## config.mk

```make
export PLATFORM = sky130hd
export DESIGN_NAME = pc_sequencer
export DESIGN_NICKNAME = d
export VERILOG_FILES = /design/src/rtl/pc_sequencer.sv
export SDC_FILE = /design/constraint.sdc
export NUM_CORES = 1
export LEC_CHECK = 0
export CORE_UTILIZATION = 51
export CTS_CLUSTER_SIZE = 14
export DETAILED_ROUTE_END_ITERATION = 10
export PLACE_DENSITY = 0.81
export SYNTH_ARGS = -nofsm -noshare
export SYNTH_HDL_FRONTEND = slang
export SYNTH_SLANG_ARGS = --single-unit
```

## constraint.sdc

```tcl
create_clock -name clk -period 7.57 [get_ports clk]
set_input_delay 1.514 -clock clk [delete_from_list [all_inputs] [get_ports clk]]
set_output_delay 1.514 -clock clk [all_outputs]
set_load 0.1 [all_outputs]
```

## src/rtl/pc_sequencer.sv

```systemverilog
// Program counter sequencer: next-PC selection, EPC capture/restore and a circular return stack.
// Optional target alignment checking is enabled by defining PC_ALIGN_CHECK_EN.
module pc_sequencer #(
  parameter int unsigned PC_WIDTH     = 32,
  parameter logic [31:0] RESET_VECTOR = 32'h0000_0000,
  parameter logic [31:0] EXC_VECTOR   = 32'h0000_0180,
  parameter int unsigned INC          = 4,
  parameter int unsigned RAS_DEPTH    = 4
) (
  input  logic                           clk,
  input  logic                           rst,
  input  logic                           en,
  input  logic [1:0]                     src_sel,
  input  logic [PC_WIDTH-1:0]            branch_tgt,
  input  logic [PC_WIDTH-1:0]            jump_tgt,
  input  logic [PC_WIDTH-1:0]            reg_tgt,
  input  logic                           call,
  input  logic                           ret,
  input  logic                           exc,
  input  logic                           eret,
  output logic [PC_WIDTH-1:0]            pc,
  output logic [PC_WIDTH-1:0]            pc_next_seq,
  output logic [PC_WIDTH-1:0]            epc,
  output logic [PC_WIDTH-1:0]            ras_top,
  output logic [$clog2(RAS_DEPTH+1)-1:0] ras_count,
  output logic                           ras_underflow,
  output logic                           align_err
);

  localparam int unsigned PtrW = $clog2(RAS_DEPTH);
  localparam int unsigned CntW = $clog2(RAS_DEPTH + 1);
  localparam logic [PtrW-1:0] PtrOne = PtrW'(1);
  localparam logic [CntW-1:0] CntOne = CntW'(1);
  localparam logic [CntW-1:0] CntMax = CntW'(RAS_DEPTH);
  localparam logic [PC_WIDTH-1:0] ResetPc = PC_WIDTH'(RESET_VECTOR);
  localparam logic [PC_WIDTH-1:0] ExcPc   = PC_WIDTH'(EXC_VECTOR);

  logic [PC_WIDTH-1:0] pc_q, pc_d;
  logic [PC_WIDTH-1:0] epc_q, epc_d;
  logic [PC_WIDTH-1:0] ras_q [RAS_DEPTH];
  logic [PtrW-1:0]     ptr_q, ptr_d;
  logic [CntW-1:0]     cnt_q, cnt_d;
  logic                uf_q, uf_d;
  logic                push;
  logic [PtrW-1:0]     push_idx;
  logic [PC_WIDTH-1:0] tgt;
  logic                ras_empty;

  assign pc_next_seq   = pc_q + PC_WIDTH'(INC);
  assign ras_top       = ras_q[ptr_q];
  assign ras_empty     = (cnt_q == '0);
  assign pc            = pc_q;
  assign epc           = epc_q;
  assign ras_count     = cnt_q;
  assign ras_underflow = uf_q;

`ifdef PC_ALIGN_CHECK_EN
  logic align_q, align_d;
  assign align_err = align_q;
`else
  assign align_err = 1'b0;
`endif

  always_comb begin
    pc_d     = pc_q;
    epc_d    = epc_q;
    ptr_d    = ptr_q;
    cnt_d    = cnt_q;
    uf_d     = uf_q;
    push     = 1'b0;
    push_idx = ptr_q;
    tgt      = '0;
`ifdef PC_ALIGN_CHECK_EN
    align_d  = 1'b0;
`endif
    if (exc) begin
      pc_d  = ExcPc;
      epc_d = pc_q;
    end else if (en) begin
      if (eret) begin
        tgt = epc_q;
      end else if (ret) begin
        tgt = ras_empty ? reg_tgt : ras_top;
      end else begin
        unique case (src_sel)
          2'd0:    tgt = pc_next_seq;
          2'd1:    tgt = branch_tgt;
          2'd2:    tgt = jump_tgt;
          default: tgt = reg_tgt;
        endcase
      end
      pc_d = tgt;

      if (!eret) begin
        if (ret) begin
          if (ras_empty) begin
            uf_d = 1'b1;
          end else if (!call) begin
            ptr_d = ptr_q - PtrOne;
            cnt_d = cnt_q - CntOne;
          end
        end
        if (call) begin
          push = 1'b1;
          // Call+ret on a non-empty stack swaps the top in place.
          if (ret && !ras_empty) begin
            push_idx = ptr_q;
          end else begin
            push_idx = ptr_q + PtrOne;
            ptr_d    = ptr_q + PtrOne;
            cnt_d    = (cnt_q == CntMax) ? cnt_q : cnt_q + CntOne;
          end
        end
      end

`ifdef PC_ALIGN_CHECK_EN
      if (tgt[1:0] != 2'b00) begin
        pc_d    = ExcPc;
        epc_d   = tgt;
        align_d = 1'b1;
        push    = 1'b0;
        ptr_d   = ptr_q;
        cnt_d   = cnt_q;
        uf_d    = uf_q;
      end
`endif
    end
  end

  always_ff @(posedge clk or posedge rst) begin
    if (rst) begin
      pc_q  <= ResetPc;
      epc_q <= '0;
      ptr_q <= '0;
      cnt_q <= '0;
      uf_q  <= 1'b0;
      for (int i = 0; i < RAS_DEPTH; i++) begin
        ras_q[i] <= '0;
      end
`ifdef PC_ALIGN_CHECK_EN
      align_q <= 1'b0;
`endif
    end else begin
      pc_q  <= pc_d;
      epc_q <= epc_d;
      ptr_q <= ptr_d;
      cnt_q <= cnt_d;
      uf_q  <= uf_d;
      if (push) begin
        ras_q[push_idx] <= pc_next_seq;
      end
`ifdef PC_ALIGN_CHECK_EN
      align_q <= align_d;
`endif
    end
  end

endmodule

```

==> metrics.txt <==
RSZ-0062 raised after global routing=no; CTS H-tree lvls=4; vias in the first global route=9490; synth top area cells=dfrtp_1, mux4_2, nand2_1; Area Overhead vs Synth=28.2%; Total Wirelength=36700 um; LEAKAGE=0.00582 uW; num ports=238; Post-CTS Resized=0; Mapped Area=10700 um2; clock-pin slew on the worst setup and hold paths=0.07 ns; Via density=6.39; Die Width=147 um; Die Y=147 um; CTS tree=done; Tcrit/Tclk final=72.6%; Total GRT Usage=34.3%; Syn Inst Count=1099; FMAX=182 MHz; Hold Crit Depth=2; Worst Setup Slack, final=2.07 ns; Rows=52; layout cell share with drive strength beyond 1=11.5%; final setup skew=0.0109 ns; Worst Reg2Reg Path Length in Cells=8; Num CTS Buffers=17; final setup violation count=0; CTS Hold Buffers Added=0; count leader, synth=dfrtp_1; worst hold path type=flip-flop to flip-flop; port bufs=236; Pre-antenna DRT Iters=6; core area=20400 um2; Least-Margin Pin Slew=1.07 ns; final-stage net count=1388; Rel. slew slack=28.7%; global route overflow=0; GP Congestion=0.980; routed via count=9971; CTS Root Cell=clkbuf_16; Avg Cell Area, Syn=9.76 um2; Synthesized Nets=1208; CP Launch Type=flip-flop; Seq cells post-synth=198; Starting DRT DRC Count=1219; post-synthesis sequential area ratio=46.2%; average wire per standard cell=23.5 um; worst path arrival time=3.98 ns; slack of the worst reg-to-reg path=4.27 ns; final setup TNS=0 ns; cell type with the largest total area after synthesis=dfrtp_1; Slew Viols, Final=0; Max Root-Sink Buffers=2; Ys Warns=0; max_cap viols=0; crit-path max FO=13; first-pass GRT wire length=56200 um; post-synth top area share=46.2%; peak supply drop=0.000422 V; Diodes inserted=0; Primary FF master, synth=dfrtp_1; Initial Util=52.5%; die area=21600 um2; CP endpoint kind=primary output; post-synth cell types=78; Setup Buffers After CTS=0; synth cell count leaders=dfrtp_1, nand2_1, o21ai_0; ys async rst share=100%; Sink Count=198; worst setup path class=flip-flop to primary output; minimum clock period=5.50 ns; pwr/cell area=382 nW/um2; ANT nets after route=0; initial antenna violation count=0; clk_lat worst skew=0.44 ns; drt drc=0; largest net degree at the start of global routing=147; final hold viol count=0; Data required, critical path=6.06 ns; number of synthesized flops with an enable pin=0; post-DP HPWL=25400 um; status=complete, no violations; Place WS=2.64 ns
[sequential cells by signal, indices dropped and copies added (netlist names)]
name,count
ras_q,128
epc,32
pc,32
ras_count,3
ptr_q,2
ras_underflow,1
[per-stage QoR]
step / cells / util [%] / hold slack [ns] / cell area (um2) / power, uW
3_5_place_dp: 1530 / 64.4 / 0.465 / 13100 / 4290
2_1_floorplan: 1099 / - / 0.445 / 10700 / 3590
6_report: 1561 / 67.3 / 0.476 / 13800 / 5260
3_3_place_gp: 1530 / 64.4 / 0.451 / 13100 / 4240
4_1_cts: 1561 / 67.3 / 0.479 / 13800 / 5240
5_1_grt: 1561 / 67.3 / 0.494 / 13800 / 5440
[worst max-delay path: stages, from the launching register on]
cell	delay, ns
dfrtp_1	0.62
ha_1	0.38
inv_1	0.11
nor2_1	0.65
nand4_1	0.29
xor2_1	0.28
inv_1	0.09
clkdlybuf4s50_1	1.13
[cells in the final DEF (no fill, tap or decap), drive strengths merged, types with 14 or more instances in the layout]
cell type,instances
clkdlybuf4s50,234
inv,51
nor3,15
nand4,14
a31oi,16
o22ai,15
xor2,14
clkbuf,19
o21ai,113
nand3,22
nor2,84
buf,23
mux4,32
o221ai,24
dfrtp,198
nand2,139
mux2,47
a21oi,60
[power by group]
part,internal (uW),switching (uW)
combinational,751,2000
clock,534,418
sequential,1350,209
total,2630,2630
[cell families after synthesis]
| kind of cell | after synthesis | synth area share, % |
|---|---|---|
| fa+ha+maj | 4 | 0.466 |
| buf+inv | 142 | 5.93 |
| xor+xnor | 27 | 2.27 |
| flops | 198 | 46.2 |
| compound gates | 305 | 18.1 |
| mux | 83 | 12.0 |
| other cells | 1 | 0.0349 |
| simple gates | 339 | 15.0 |
[routing by layer]
metal	wire [um]	track usage [%]	part of all wire (%)	vias up
li1	-	-	-	4326
met1	14300	46.7	39	4854
met2	16900	52.6	46	676
met4	1290	13.1	3.5	0
met5	0	0	0	-
met3	4260	9.25	12	115
[worst paths after layout]
kind                              endpoint         start
min reg2reg                      ras_q[46]     ras_q[46]
max reg2reg                      ras_q[45]  ras_count[1]
min in group asynchronous        ras_q[67]           rst
max in group asynchronous           pc[20]           rst
min                              ras_q[46]     ras_q[46]
max                        pc_next_seq[24]         pc[2]
[cell type report]
type	instances	area [um2]
multi-input cells	759	5160
flip-flops and latches	198	4960
repair buffers	257	2510
clock inverters	12	163
clock buffers	19	443
well taps	270	338
fillers	1609	6680
inverters	46	180
No activity file was read; power rests on OpenSTA's default activity.
